--- config.mk ---
export PLATFORM = sky130hd
export DESIGN_NAME = fp_seq_flat
export DESIGN_NICKNAME = d
export VERILOG_FILES = /design/src/rtl/fp_seq_if.sv /design/src/rtl/fp_seq.sv /design/src/flat_wrapper.sv
export SDC_FILE = /design/constraint.sdc
export NUM_CORES = 1
export LEC_CHECK = 0
export ABC_AREA = 1
export CAP_MARGIN = 20
export CORE_AREA = 2 2 72 74
export DETAILED_ROUTE_END_ITERATION = 6
export DIE_AREA = 0 0 74 76
export PLACE_DENSITY = 0.7
export SYNTH_ARGS = -nofsm -noshare
export SYNTH_HDL_FRONTEND = slang
export SYNTH_SLANG_ARGS = --single-unit
--- constraint.sdc ---
create_clock -name __clk -period 2.29 [get_ports __clk]
set_input_delay 0.458 -clock __clk [delete_from_list [all_inputs] [get_ports __clk]]
set_output_delay 0.458 -clock __clk [all_outputs]
set_load 0.005 [all_outputs]
--- src/rtl/fp_seq_if.sv ---
// fp_seq_if: control-unit start/done handshake and F-PM status/phase/strobe bundle.
interface fp_seq_if;
   logic start, af_sf, mw_mf, dw_df, nrf, g, fic, ok, fwz, ws, fi3;
   logic _0_f, f2_, f4_, f5_, f6_, f7_, f8_, f10_, f9, f13;
   logic strob_fp, strob2_fp, busy, done, hang;
   modport master (
      output start, af_sf, mw_mf, dw_df, nrf, g, fic, ok, fwz, ws, fi3,
      input  _0_f, f2_, f4_, f5_, f6_, f7_, f8_, f10_, f9, f13,
      input  strob_fp, strob2_fp, busy, done, hang
   );
   modport slave (
      input  start, af_sf, mw_mf, dw_df, nrf, g, fic, ok, fwz, ws, fi3,
      output _0_f, f2_, f4_, f5_, f6_, f7_, f8_, f10_, f9, f13,
      output strob_fp, strob2_fp, busy, done, hang
   );
endinterface

--- src/rtl/fp_seq.sv ---
// fp_seq: FPU sequencer stepping F-PM through phases F2..F13, each phase settling then
// issuing strob_fp and strob2_fp; transitions are taken on the strob2_fp cycle.
module fp_seq #(
   parameter int SETTLE_TICKS = 1,
   parameter int LOOP_LIMIT   = 80
) (
   input  logic    __clk,
   input  logic    rst_,
   fp_seq_if.slave bus
);
   typedef enum logic [12:0] {
      S_IDLE  = 13'b0000000000001,
      S_CLR   = 13'b0000000000010,
      S_F2    = 13'b0000000000100,
      S_F4    = 13'b0000000001000,
      S_F5    = 13'b0000000010000,
      S_F6    = 13'b0000000100000,
      S_F7    = 13'b0000001000000,
      S_F8    = 13'b0000010000000,
      S_F9    = 13'b0000100000000,
      S_F10   = 13'b0001000000000,
      S_F13   = 13'b0010000000000,
      S_DONE  = 13'b0100000000000,
      S_ABORT = 13'b1000000000000
   } state_t;

   localparam logic [12:0] PH_MASK = 13'b0011111111100;
   localparam logic [3:0]  T_STB   = 4'(SETTLE_TICKS);
   localparam logic [3:0]  T_STB2  = 4'(SETTLE_TICKS + 1);
   localparam logic [6:0]  LIM     = 7'(LOOP_LIMIT);

   state_t     state_q, state_d;
   logic [3:0] tick_q, tick_d;
   logic [6:0] loops_q, loops_d;
   logic       hang_q, hang_d, corr_q, corr_d, busy_q, busy_d;
   logic       strob_q, strob_d, strob2_q, strob2_d, in_ph_d;

   always_comb begin
      state_d = state_q;
      loops_d = loops_q;
      hang_d  = hang_q;
      corr_d  = corr_q;
      case (state_q)
         S_IDLE:  state_d = bus.start ? S_CLR : S_IDLE;
         S_CLR:   state_d = S_F2;
         S_F2:    if (strob2_q) state_d = bus.fi3 ? S_ABORT : bus.af_sf ? S_F5 :
                                          (bus.mw_mf || bus.dw_df) ? S_F4 : S_F8;
         S_F4:    if (strob2_q) state_d = bus.fi3 ? S_ABORT : S_F6;
         S_F5:    if (strob2_q) state_d = bus.g ? S_F8 : S_F6;
         S_F6:    if (strob2_q) state_d = S_F7;
         S_F7:    if (strob2_q) state_d = bus.fic ? S_F8 : S_F6;
         S_F8:    if (strob2_q) state_d = (bus.ok || bus.fwz) ? (bus.dw_df ? S_F9 : S_F10) : S_F8;
         S_F9:    if (strob2_q) state_d = S_F10;
         S_F10:   if (strob2_q) begin
            state_d = (bus.ws && !corr_q) ? S_F7 : S_F13;
            corr_d  = corr_q | bus.ws;
         end
         S_F13:   if (strob2_q) state_d = S_DONE;
         default: state_d = S_IDLE;
      endcase
      // loop guard overrides whatever the F-PM flags asked for
      if (strob2_q && (state_q inside {S_F6, S_F7, S_F8})) begin
         loops_d = loops_q + 7'd1;
         if (loops_d == LIM) begin
            hang_d  = 1'b1;
            state_d = S_DONE;
         end
      end
      if (state_q == S_IDLE && bus.start) begin
         loops_d = '0;
         hang_d  = 1'b0;
         corr_d  = 1'b0;
      end
      in_ph_d  = |(state_d & PH_MASK);
      tick_d   = (strob2_q || !(|(state_q & PH_MASK))) ? 4'd0 : tick_q + 4'd1;
      strob_d  = in_ph_d && tick_d == T_STB;
      strob2_d = in_ph_d && tick_d == T_STB2;
      busy_d   = !(state_d inside {S_IDLE, S_DONE, S_ABORT});
   end

   always_ff @(posedge __clk or negedge rst_) begin
      if (!rst_) begin
         state_q  <= S_IDLE;
         tick_q   <= '0;
         loops_q  <= '0;
         hang_q   <= 1'b0;
         corr_q   <= 1'b0;
         busy_q   <= 1'b0;
         strob_q  <= 1'b0;
         strob2_q <= 1'b0;
      end else begin
         state_q  <= state_d;
         tick_q   <= tick_d;
         loops_q  <= loops_d;
         hang_q   <= hang_d;
         corr_q   <= corr_d;
         busy_q   <= busy_d;
         strob_q  <= strob_d;
         strob2_q <= strob2_d;
      end
   end

   assign bus._0_f      = state_q[1];
   assign bus.f2_       = ~state_q[2];
   assign bus.f4_       = ~state_q[3];
   assign bus.f5_       = ~state_q[4];
   assign bus.f6_       = ~state_q[5];
   assign bus.f7_       = ~state_q[6];
   assign bus.f8_       = ~state_q[7];
   assign bus.f9        = state_q[8];
   assign bus.f10_      = ~state_q[9];
   assign bus.f13       = state_q[10];
   assign bus.done      = state_q[11] | state_q[12];
   assign bus.strob_fp  = strob_q;
   assign bus.strob2_fp = strob2_q;
   assign bus.busy      = busy_q;
   assign bus.hang      = hang_q;
endmodule

--- src/flat_wrapper.sv ---
// flat-port wrapper written by rule: the top's interface ports become plain ports
module fp_seq_flat 
#(
   parameter int SETTLE_TICKS = 1,
   parameter int LOOP_LIMIT   = 80
)
  (__clk, rst_, bus_start, bus_af_sf, bus_mw_mf, bus_dw_df, bus_nrf, bus_g, bus_fic, bus_ok, bus_fwz, bus_ws, bus_fi3, bus__0_f, bus_f2_, bus_f4_, bus_f5_, bus_f6_, bus_f7_, bus_f8_, bus_f10_, bus_f9, bus_f13, bus_strob_fp, bus_strob2_fp, bus_busy, bus_done, bus_hang);
  fp_seq_if bus_i ();
  input  logic __clk;
  input  logic rst_;
  input wire logic [$bits(bus_i.start)-1:0] bus_start;
  input wire logic [$bits(bus_i.af_sf)-1:0] bus_af_sf;
  input wire logic [$bits(bus_i.mw_mf)-1:0] bus_mw_mf;
  input wire logic [$bits(bus_i.dw_df)-1:0] bus_dw_df;
  input wire logic [$bits(bus_i.nrf)-1:0] bus_nrf;
  input wire logic [$bits(bus_i.g)-1:0] bus_g;
  input wire logic [$bits(bus_i.fic)-1:0] bus_fic;
  input wire logic [$bits(bus_i.ok)-1:0] bus_ok;
  input wire logic [$bits(bus_i.fwz)-1:0] bus_fwz;
  input wire logic [$bits(bus_i.ws)-1:0] bus_ws;
  input wire logic [$bits(bus_i.fi3)-1:0] bus_fi3;
  output wire logic [$bits(bus_i._0_f)-1:0] bus__0_f;
  output wire logic [$bits(bus_i.f2_)-1:0] bus_f2_;
  output wire logic [$bits(bus_i.f4_)-1:0] bus_f4_;
  output wire logic [$bits(bus_i.f5_)-1:0] bus_f5_;
  output wire logic [$bits(bus_i.f6_)-1:0] bus_f6_;
  output wire logic [$bits(bus_i.f7_)-1:0] bus_f7_;
  output wire logic [$bits(bus_i.f8_)-1:0] bus_f8_;
  output wire logic [$bits(bus_i.f10_)-1:0] bus_f10_;
  output wire logic [$bits(bus_i.f9)-1:0] bus_f9;
  output wire logic [$bits(bus_i.f13)-1:0] bus_f13;
  output wire logic [$bits(bus_i.strob_fp)-1:0] bus_strob_fp;
  output wire logic [$bits(bus_i.strob2_fp)-1:0] bus_strob2_fp;
  output wire logic [$bits(bus_i.busy)-1:0] bus_busy;
  output wire logic [$bits(bus_i.done)-1:0] bus_done;
  output wire logic [$bits(bus_i.hang)-1:0] bus_hang;
  assign bus_i.start = bus_start;
  assign bus_i.af_sf = bus_af_sf;
  assign bus_i.mw_mf = bus_mw_mf;
  assign bus_i.dw_df = bus_dw_df;
  assign bus_i.nrf = bus_nrf;
  assign bus_i.g = bus_g;
  assign bus_i.fic = bus_fic;
  assign bus_i.ok = bus_ok;
  assign bus_i.fwz = bus_fwz;
  assign bus_i.ws = bus_ws;
  assign bus_i.fi3 = bus_fi3;
  assign bus__0_f = bus_i._0_f;
  assign bus_f2_ = bus_i.f2_;
  assign bus_f4_ = bus_i.f4_;
  assign bus_f5_ = bus_i.f5_;
  assign bus_f6_ = bus_i.f6_;
  assign bus_f7_ = bus_i.f7_;
  assign bus_f8_ = bus_i.f8_;
  assign bus_f10_ = bus_i.f10_;
  assign bus_f9 = bus_i.f9;
  assign bus_f13 = bus_i.f13;
  assign bus_strob_fp = bus_i.strob_fp;
  assign bus_strob2_fp = bus_i.strob2_fp;
  assign bus_busy = bus_i.busy;
  assign bus_done = bus_i.done;
  assign bus_hang = bus_i.hang;
  fp_seq #(.SETTLE_TICKS(SETTLE_TICKS), .LOOP_LIMIT(LOOP_LIMIT)) u_core (.__clk(__clk), .rst_(rst_), .bus(bus_i));
endmodule
=== Word level (Yosys, flattened, before mapping) ===
Cells that the tools add are included.

* $add $sub $neg: 2
* Equal/unequal tests: 17
* Muxes and demuxes: 31
* Bitwise gates (word level): 9
* Reductions and logical operators: 21

{| class="wikitable"
|+ Operators by type and width
! cell !! count
|-
| 13-bit two-way mux || 15
|-
| 13-bit one-hot mux with 11 select lines || 1
|-
| 13-bit by 1-bit equality test with 1-bit output, second input constant || 2
|-
| 8-bit two-way mux || 3
|-
| 9-bit OR reduction || 2
|-
| 7-bit two-way mux || 2
|-
| 13-bit by 10-bit equality test with 1-bit output, second input constant || 1
|-
| 13-bit by 11-bit equality test with 1-bit output, second input constant || 1
|-
| 13-bit by 12-bit equality test with 1-bit output, second input constant || 1
|-
| 13-bit equality test, second input constant || 1
|-
| 13-bit by 2-bit equality test with 1-bit output, second input constant || 1
|-
| 13-bit by 3-bit equality test with 1-bit output, second input constant || 1
|-
| 13-bit by 4-bit equality test with 1-bit output, second input constant || 1
|-
| 13-bit by 5-bit equality test with 1-bit output, second input constant || 1
|-
| 13-bit by 6-bit equality test with 1-bit output, second input constant || 1
|-
| 13-bit by 7-bit equality test with 1-bit output, second input constant || 1
|-
| 13-bit by 8-bit equality test with 1-bit output, second input constant || 1
|-
| 13-bit by 9-bit equality test with 1-bit output, second input constant || 1
|-
| 11-bit two-way mux || 1
|-
| 10-bit two-way mux || 1
|-
| 2-bit nonzero test || 4
|-
| 7-bit by 1-bit adder with 7-bit output, second input constant || 1
|-
| 7-bit equality test, second input constant || 1
|-
| 1-bit inverter || 7
|-
| 12 further kinds || 28
|}

* Bits in registers: 29
* Input bits: 13
* Output and inout port bits: 15
* Word-level logic and storage cells: 88

=== Logic depth before layout (Yosys ltp) ===
Gate-level depths: netlist of run 1.

* Depth in word-level cells: 11
* Mapped depth: 14
* Depth with buffers taken out: 14

=== Least setup slack after synthesis of run 1 ===
OpenSTA, ideal clock, no wires.

* Kind: reg2reg
* Start: register u_core.state_q[0]
* End: register u_core.strob2_q, in the netlist u_core.bus.strob2_fp
* Library setup time: 116 ps
* Arrival time: 1,631 ps
* Data required time: 2,174 ps
* Setup slack: 543 ps
* Cell stages (with the launch flop): 14
* Path buffers: 0
* Clock period less this slack: 1,747 ps
* Path through: dfstp_2 nor2_2 nand2_4 nor2_1 nand2_1 nand2_1 nor2_4 nand2_1 nor2_2 nor2_4 a21oi_1 nand3_1 nor2_2 nor2_1

* Longest elaborated chain between the ends: 6
* Elaborated cells on any way between the ends: 18
* Classes of those cells: 11 x eq/ne; 3 x mux; 4 x reduce/logical

{| class="wikitable"
|+ RTL lines
! what !! RTL line !! source
|-
| start: declaration || fp_seq.sv:32 || <nowiki>state_t state_q, state_d;</nowiki>
|-
| start signal: assignment || fp_seq.sv:92 || <nowiki>state_q <= state_d;</nowiki>
|-
| 13-bit by 11-bit equality test with 1-bit output (tied with other cells) || fp_seq.sv:43 || <nowiki>case (state_q)</nowiki>
|-
| 13-bit one-hot mux with 11 select lines or 3-bit nonzero test (tied branches) || fp_seq.sv:43, fp_seq.sv:62 ||
|-
| 13-bit two-way mux or 1-bit logical AND (tied branches) || fp_seq.sv:64, fp_seq.sv:62 ||
|-
| 13-bit two-way mux * || fp_seq.sv:62 || <nowiki>if (strob2_q && (state_q inside {S_F6, S_F7, S_F8})) begin</nowiki>
|-
| 9-bit OR reduction * || fp_seq.sv:74 || <nowiki>in_ph_d = |(state_d & PH_MASK);</nowiki>
|-
| 1-bit logical AND * || fp_seq.sv:77 || <nowiki>strob2_d = in_ph_d && tick_d == T_STB2;</nowiki>
|-
| via u_core.strob2_d || fp_seq.sv:36 || <nowiki>logic strob_q, strob_d, strob2_q, strob2_d, in_ph_d;</nowiki>
|-
| end signal: assignment || fp_seq.sv:99 || <nowiki>strob2_q <= strob2_d;</nowiki>
|-
| end: declaration || fp_seq.sv:36 ||
|}

Mark *: on every way through the listed nets, which the timed path passes. The rest lies on a longest branch.
A chain may end at the register's enable or synchronous reset.

=== Final worst setup path of run 1 ===
* Start: register u_core.state_q[1]
* End: register u_core.strob_q, in the netlist u_core.bus.strob_fp

* Longest elaborated chain between the ends: 6
* Elaborated cells on any way between the ends: 18
* Classes of those cells: 11 x eq/ne; 3 x mux; 4 x reduce/logical

{| class="wikitable"
|+ RTL lines
! what !! RTL line !! source
|-
| 13-bit by 11-bit equality test with 1-bit output (tied with other cells) || fp_seq.sv:43 ||
|-
| 13-bit one-hot mux with 11 select lines or 3-bit nonzero test (tied branches) || fp_seq.sv:43, fp_seq.sv:62 ||
|-
| 13-bit two-way mux or 1-bit logical AND (tied branches) || fp_seq.sv:64, fp_seq.sv:62 ||
|-
| 13-bit two-way mux * || fp_seq.sv:62 ||
|-
| 9-bit OR reduction * || fp_seq.sv:74 ||
|-
| 1-bit logical AND * || fp_seq.sv:76 || <nowiki>strob_d = in_ph_d && tick_d == T_STB;</nowiki>
|-
| via u_core.strob_d || fp_seq.sv:36 ||
|-
| end signal: assignment || fp_seq.sv:98 || <nowiki>strob_q <= strob_d;</nowiki>
|-
| end: declaration || fp_seq.sv:36 ||
|}

Marked as above.

==> flow_summary.json, run 1 <==
{
  "finClkSkew_ns": 0.00598,
  "die_w_um": 74,
  "insertedDiodeCount": 0,
  "outcome": "complete, no violations",
  "cts_buffer_depth": 2,
  "gr-usage-all-layers_pct": 17.3,
  "crit_family": "simple AND/OR/NAND/NOR gates",
  "critPathKind": "reg -> reg",
  "final_nets": 319,
  "ys_seq_area_share_pct": 38.4,
  "fin_util_pct": 48.3,
  "wl_per_cell_um": 11.8,
  "cap_violations": 0,
  "synth_cells": 266,
  "setup-tns-final_ns": 0,
  "core_um2": 4910,
  "port_buffers": 26,
  "grt_pass1_vias": 1685,
  "yosys_register_bits": 29,
  "cts_tree": "built",
  "seq_area_um2": 727,
  "whs_ns": 0.512,
  "worst_hold_path_type": "reg -> reg",
  "clock_sinks": 29,
  "reg2reg_from": "u_core.state_q[1]",
  "hold_start": "u_core.tick_q[0]",
  "rows": 26,
  "cts_hold_buf": 0,
  "post_cts_buffers": 0,
  "worstSetupStartpointType": "register",
  "routed_wirelength_mm": 4.41,
  "synth_top_area_cell": "dfrtp_1",
  "end_kind": "register",
  "p_per_area_nw_per_um2": 588,
  "grt_max_degree": 20,
  "synthTopCellsByArea": "dfrtp_1, nand2_1, inv_1",
  "cts.clk_slew.worst_paths_ns": 0.06,
  "cp.arrival_ns": 2.25,
  "critical_path.max_fanout": 5,
  "grt_overflow": 0,
  "hold_depth": 1,
  "synth_area_um2": 1890,
  "required_ns": 2.46,
  "crit_chain": "nor2_2 > nand2_4 > nor2_1 > nand2_2 > nand3_2 > nand3_2 > nor2_4 > nor2_4 > a21oi_1 > nand3_1 > nor2_2 > nor2_1",
  "place.gp.congestion": 0.901,
  "die_h_um": 76,
  "drt_pre_antenna_iters": 4,
  "max_stage_delay_ns": 0.42,
  "rr_worst_depth": 12,
  "drc": 0,
  "syn2layout_area_growth_pct": 25.2,
  "ys_types": 31,
  "num_vias": 1730,
  "worst_pin_slew_ns": 0.565,
  "worst_r2r_endpoint": "u_core.bus.strob_fp",
  "layout-drive-gt1-share_pct": 15.8,
  "setup_violations": 0,
  "max_freq_ghz": 0.481,
  "timing.final.crit_share_pct": 90.9,
  "num_io_pins": 28,
  "worst_path_max_delay_cell": "dfrtp_1",
  "ctsResizeCount": 0,
  "syn_avg_cell_area_um2": 7.12,
  "clockRootBuffer": "clkbuf_8",
  "hold-path-endpoint": "u_core.tick_q[0]",
  "htree_levels": 2,
  "hold_viol_final": 0,
  "power_leakage_nw": 1.21,
  "synth_top_area_share_pct": 37.0,
  "cts_buffers": 5,
  "initial_utilization_pct": 38.5,
  "rsz0062_at_grt": "no",
  "nFillCells": 493,
  "vdd_ir_drop_max_v": 0.000440,
  "hpwlAfterDp_mm": 3.47,
  "multi_input_area_um2": 965,
  "worstSkewPairLatency_ns": 0.29,
  "fin_cells": 374,
  "dieArea_um2": 5620,
  "synth_nets": 282,
  "final_antenna_net_count": 0,
  "finalPower_mw": 1.39,
  "r2r_slack_ns": 0.21,
  "final.min_clock_period_ns": 2.08,
  "yosys_warnings": 0,
  "antenna_found_initial": 0,
  "grt_first_pass_wirelength_mm": 7.62,
  "crit_buf_inv": 0,
  "placed_cells": 366,
  "timing.slew.headroom_pct": 62.2,
  "slew_viol_final": 0,
  "viasPerCell": 4.63,
  "dr.first_iter.drc_count": 141
}
-- cell type report --
class                           count  area share, %
Clock buffer                        6           3.06
Clock inverter                      2          0.422
Inverter                           47           7.44
Multi-Input combinational cell    186           40.7
Sequential cell                    29           30.7
Tap cell                           70           3.69
Timing Repair Buffer               34           14.0
-- logic make-up (layout without fill, tap and decap cells) --
logic type | count (synthesis) | in the layout | share of synthesized area [%]
simple gates | 149 | 149 | 37.7
compound gates | 28 | 28 | 8.53
flops | 29 | 29 | 38.4
fa+ha+maj | 3 | 3 | 1.98
buf+inv | 51 | 89 | 10.6
xor+xnor | 6 | 6 | 2.78
-- power breakdown --
group | internal (mW) | switching, mW
Sequential | 0.554 | 0.0287
Combinational | 0.158 | 0.245
Clock | 0.210 | 0.199
Total | 0.922 | 0.472
-- cells in the mapped netlist --
| cell type | number |
|---|---|
| nor2_1 | 41 |
| a21oi_1 | 6 |
| inv_1 | 44 |
| clkbuf_2 | 1 |
| buf_6 | 1 |
| nor2_4 | 4 |
| or2_2 | 1 |
| nand2_2 | 10 |
| dfrtp_1 | 28 |
| nor3b_1 | 1 |
| o31ai_1 | 3 |
| o211ai_1 | 1 |
| nand2_4 | 1 |
| xor2_1 | 6 |
| o21ai_0 | 9 |
| o22ai_1 | 3 |
| o21ai_1 | 2 |
| nand3b_1 | 3 |
| buf_2 | 1 |
| dfstp_2 | 1 |
| a21oi_2 | 1 |
| nand2_1 | 50 |
| inv_2 | 3 |
| nand3_1 | 21 |
| ha_1 | 3 |
| a31oi_1 | 3 |
| nor2_2 | 10 |
| clkbuf_1 | 1 |
| nand3_2 | 2 |
| nand4_1 | 3 |
| nor3_1 | 2 |
-- flip-flops by register name, indices dropped and copies added, names as in the netlist --
signal,flops
u_core.loops_q,7
u_core.state_q,13
u_core.bus.strob_fp,1
u_core.bus.hang,1
u_core.tick_q,4
u_core.corr_q,1
u_core.bus.busy,1
u_core.bus.strob2_fp,1
-- worst max-delay path by stage --
stage | to | cells past startpoint | start | slack, ns
finish | u_core.bus.strob_fp | 12 | u_core.state_q[1] | 0.21
global route | u_core.bus.strob_fp | 12 | u_core.state_q[1] | 0.05
CTS | u_core.bus.strob_fp | 12 | u_core.state_q[1] | 0.22
detailed placement | u_core.bus.strob_fp | 12 | u_core.state_q[1] | 0.24
global placement | u_core.bus.strob_fp | 12 | u_core.state_q[1] | 0.23
floorplan | u_core.bus.strob2_fp | 13 | u_core.state_q[0] | 0.54
-- through the flow --
step                      setup slack (ns)  instance area, µm²
after floorplan                      0.543                1890
after global placement               0.228                2290
after detailed placement             0.238                2290
after CTS                            0.221                2370
after global routing                0.0492                2370
final                                0.210                2370
-- cell usage in the layout, fill, tap and decap left out --
cell	instances
buf_12	1
xor2_1	6
o21ai_0	9
nor2_4	4
o22ai_1	3
nand3_1	21
or2_2	1
a21oi_1	6
clkbuf_1	1
nor3_1	2
buf_4	7
nand2_1	50
nand2_2	10
clkdlybuf4s50_1	26
inv_1	44
nand3_2	2
nand2_4	1
nand3b_1	3
o211ai_1	1
ha_1	3
a21oi_2	1
clkbuf_8	5
nor3b_1	1
o31ai_1	3
clkinv_2	2
dfstp_2	1
nor2_2	10
nand4_1	3
inv_2	3
o21ai_1	2
nor2_1	41
a31oi_1	3
dfrtp_1	28
-- per-layer routing --
layer	vias to the layer above	GRT usage, %	share of wire (%)
met5	-	0	0
met4	0	5.82	1.3
met3	7	5.03	6.2
met2	50	25.4	45
met1	770	24.3	48
li1	903	-	-
Note: power is estimated with default switching activity, not from simulation.
==> run 2: changes to the inputs <==
Settings changed: MAX_ROUTING_LAYER set to met4.
==> run 2 against run 1 <==
Net effect:
- worst setup slack improved by 0.00060 ns
- worst hold slack got worse by 0.010 ns
- sequential power about the same
- design area unchanged
- largest power group unchanged
- register-to-register slack about the same
- non-clock buffer count unchanged
- critical path depth unchanged
- clock power increased by 1%
- die area unchanged
- highest routed layer unchanged
==> flow_summary.json, run 2 (same netlist as run 1, synthesis figures left out) <==
{
  "outcome": "complete, no violations",
  "routed_wirelength_mm": 4.32,
  "cp.arrival_ns": 2.26,
  "fin_cells": 374,
  "syn2layout_area_growth_pct": 25.2,
  "cts.clk_slew.worst_paths_ns": 0.06,
  "initial_utilization_pct": 38.5,
  "timing.final.crit_share_pct": 90.8,
  "placed_cells": 366,
  "port_buffers": 26,
  "rsz0062_at_grt": "no",
  "hold_start": "u_core.bus.hang",
  "num_io_pins": 28,
  "setup_ws_ns": 0.210,
  "rows": 26,
  "place.gp.congestion": 0.916,
  "most-common-layout-cells": "nand2_1, inv_1, nor2_1",
  "hold-path-endpoint": "u_core.bus.hang",
  "reg2reg_from": "u_core.state_q[1]",
  "grt_pass1_vias": 1674,
  "worst_hold_path_type": "reg -> reg",
  "rr_worst_depth": 12,
  "max_freq_ghz": 0.481,
  "viasPerCell": 4.57,
  "wl_per_cell_um": 11.6,
  "cap_violations": 0,
  "fin_area_um2": 2370,
  "die_w_um": 74,
  "hold_depth": 2,
  "final_antenna_net_count": 0,
  "timing.slew.headroom_pct": 61.2,
  "worstSetupStartpointType": "register",
  "grt_max_degree": 20,
  "critical_path.max_fanout": 5,
  "clock_sinks": 29,
  "whs_ns": 0.502,
  "clockRootBuffer": "clkbuf_8",
  "cts_buffers": 5,
  "setup_violations": 0,
  "grt_first_pass_wirelength_mm": 7.70,
  "grt_overflow": 0,
  "worst_pin_slew_ns": 0.577,
  "setup-tns-final_ns": 0,
  "num_vias": 1710,
  "largest_reg_flops": 13,
  "slew_viol_final": 0,
  "top_regs": "u_core.state_q x13, u_core.loops_q x7, u_core.tick_q x4",
  "dpl_cell_area_um2": 2290,
  "core_um2": 4910,
  "drt_pre_antenna_iters": 4,
  "top_register": "u_core.state_q",
  "end_kind": "register",
  "hpwlAfterDp_mm": 3.39,
  "final_nets": 319,
  "final.min_clock_period_ns": 2.08,
  "finClkSkew_ns": 0.00880,
  "layout-drive-gt1-share_pct": 15.8,
  "hold_viol_final": 0,
  "required_ns": 2.47,
  "gr-usage-all-layers_pct": 18.0,
  "final_common_cell": "nand2_1",
  "insertedDiodeCount": 0,
  "die_h_um": 76,
  "power_leakage_nw": 1.21,
  "pre_cts_slack_ns": 0.232,
  "worst_r2r_endpoint": "u_core.bus.strob_fp",
  "critPathKind": "reg -> reg",
  "antenna_found_initial": 0,
  "post_cts_buffers": 0,
  "ctsResizeCount": 0,
  "dieArea_um2": 5620,
  "drc": 0,
  "cts_buffer_depth": 2,
  "p_per_area_nw_per_um2": 588,
  "vdd_ir_drop_max_v": 0.000617,
  "r2r_slack_ns": 0.21,
  "cts_tree": "built",
  "worstSkewPairLatency_ns": 0.29,
  "htree_levels": 2,
  "dr.first_iter.drc_count": 181,
  "cts_hold_buf": 0
}
## run 2: cell counts in the layout (fill, tap and decap cells not counted)
Identical to the previous run, type by type.
## run 2: how the worst max path moves through the flow
stage / start / slack (ns) / to
after CTS: u_core.state_q[1] / 0.22 / u_core.bus.strob_fp
after floorplan: u_core.state_q[0] / 0.54 / u_core.bus.strob2_fp
final: u_core.state_q[1] / 0.21 / u_core.bus.strob_fp
after global routing: u_core.state_q[1] / 0.03 / u_core.bus.strob_fp
after global placement: u_core.state_q[1] / 0.23 / u_core.bus.strob_fp
after detailed placement: u_core.state_q[1] / 0.23 / u_core.bus.strob_fp
## run 2: per-layer routing
layer / global-route usage, % / vias to the layer above / part of all wire (%)
li1: - / 903 / -
met1: 25.8 / 755 / 49
met2: 24.6 / 43 / 43
met3: 4.50 / 9 / 6.0
met4: 6.18 / 0 / 1.9
met5: - / - / 0
## run 2: worst max-delay path: stages (launching register included)
cell and delay [ns]:
dfrtp_1 0.42, nor2_2 0.22, nand2_4 0.10, nor2_1 0.15
nand2_1 0.13, nand3_2 0.13, nand3_2 0.09, nor2_4 0.18
nor2_4 0.07, a21oi_1 0.19, nand3_1 0.11, nor2_2 0.12
nor2_1 0.05
## run 2: layout make-up
class                      count  area (µm²)
clock buffer                   6        72.6
fill                         476        2540
clock inverter                 2        10.0
tap                           70        87.6
multi-input combinational    186         965
timing repair buffer          34         333
sequential                    29         727
inverter                      47         176
## run 2: power by group
group	switching, mW	internal [mW]	total (mW)
Sequential	0.0291	0.554	0.583
Combinational	0.240	0.158	0.399
Clock	0.203	0.210	0.413
## run 2: per-stage QoR
step	power, mW	utilization (%)
3_5_place_dp	0.993	46.6
2_1_floorplan	0.837	-
5_1_grt	1.48	48.3
4_1_cts	1.41	48.3
6_report	1.39	48.3
3_3_place_gp	0.992	46.6
==> run 3: changes to the inputs <==
Settings changed: SKIP_LAST_GASP set to 1.
==> results of run 3 <==
No change in the layout: final DEF, timing and power equal those of run 2.
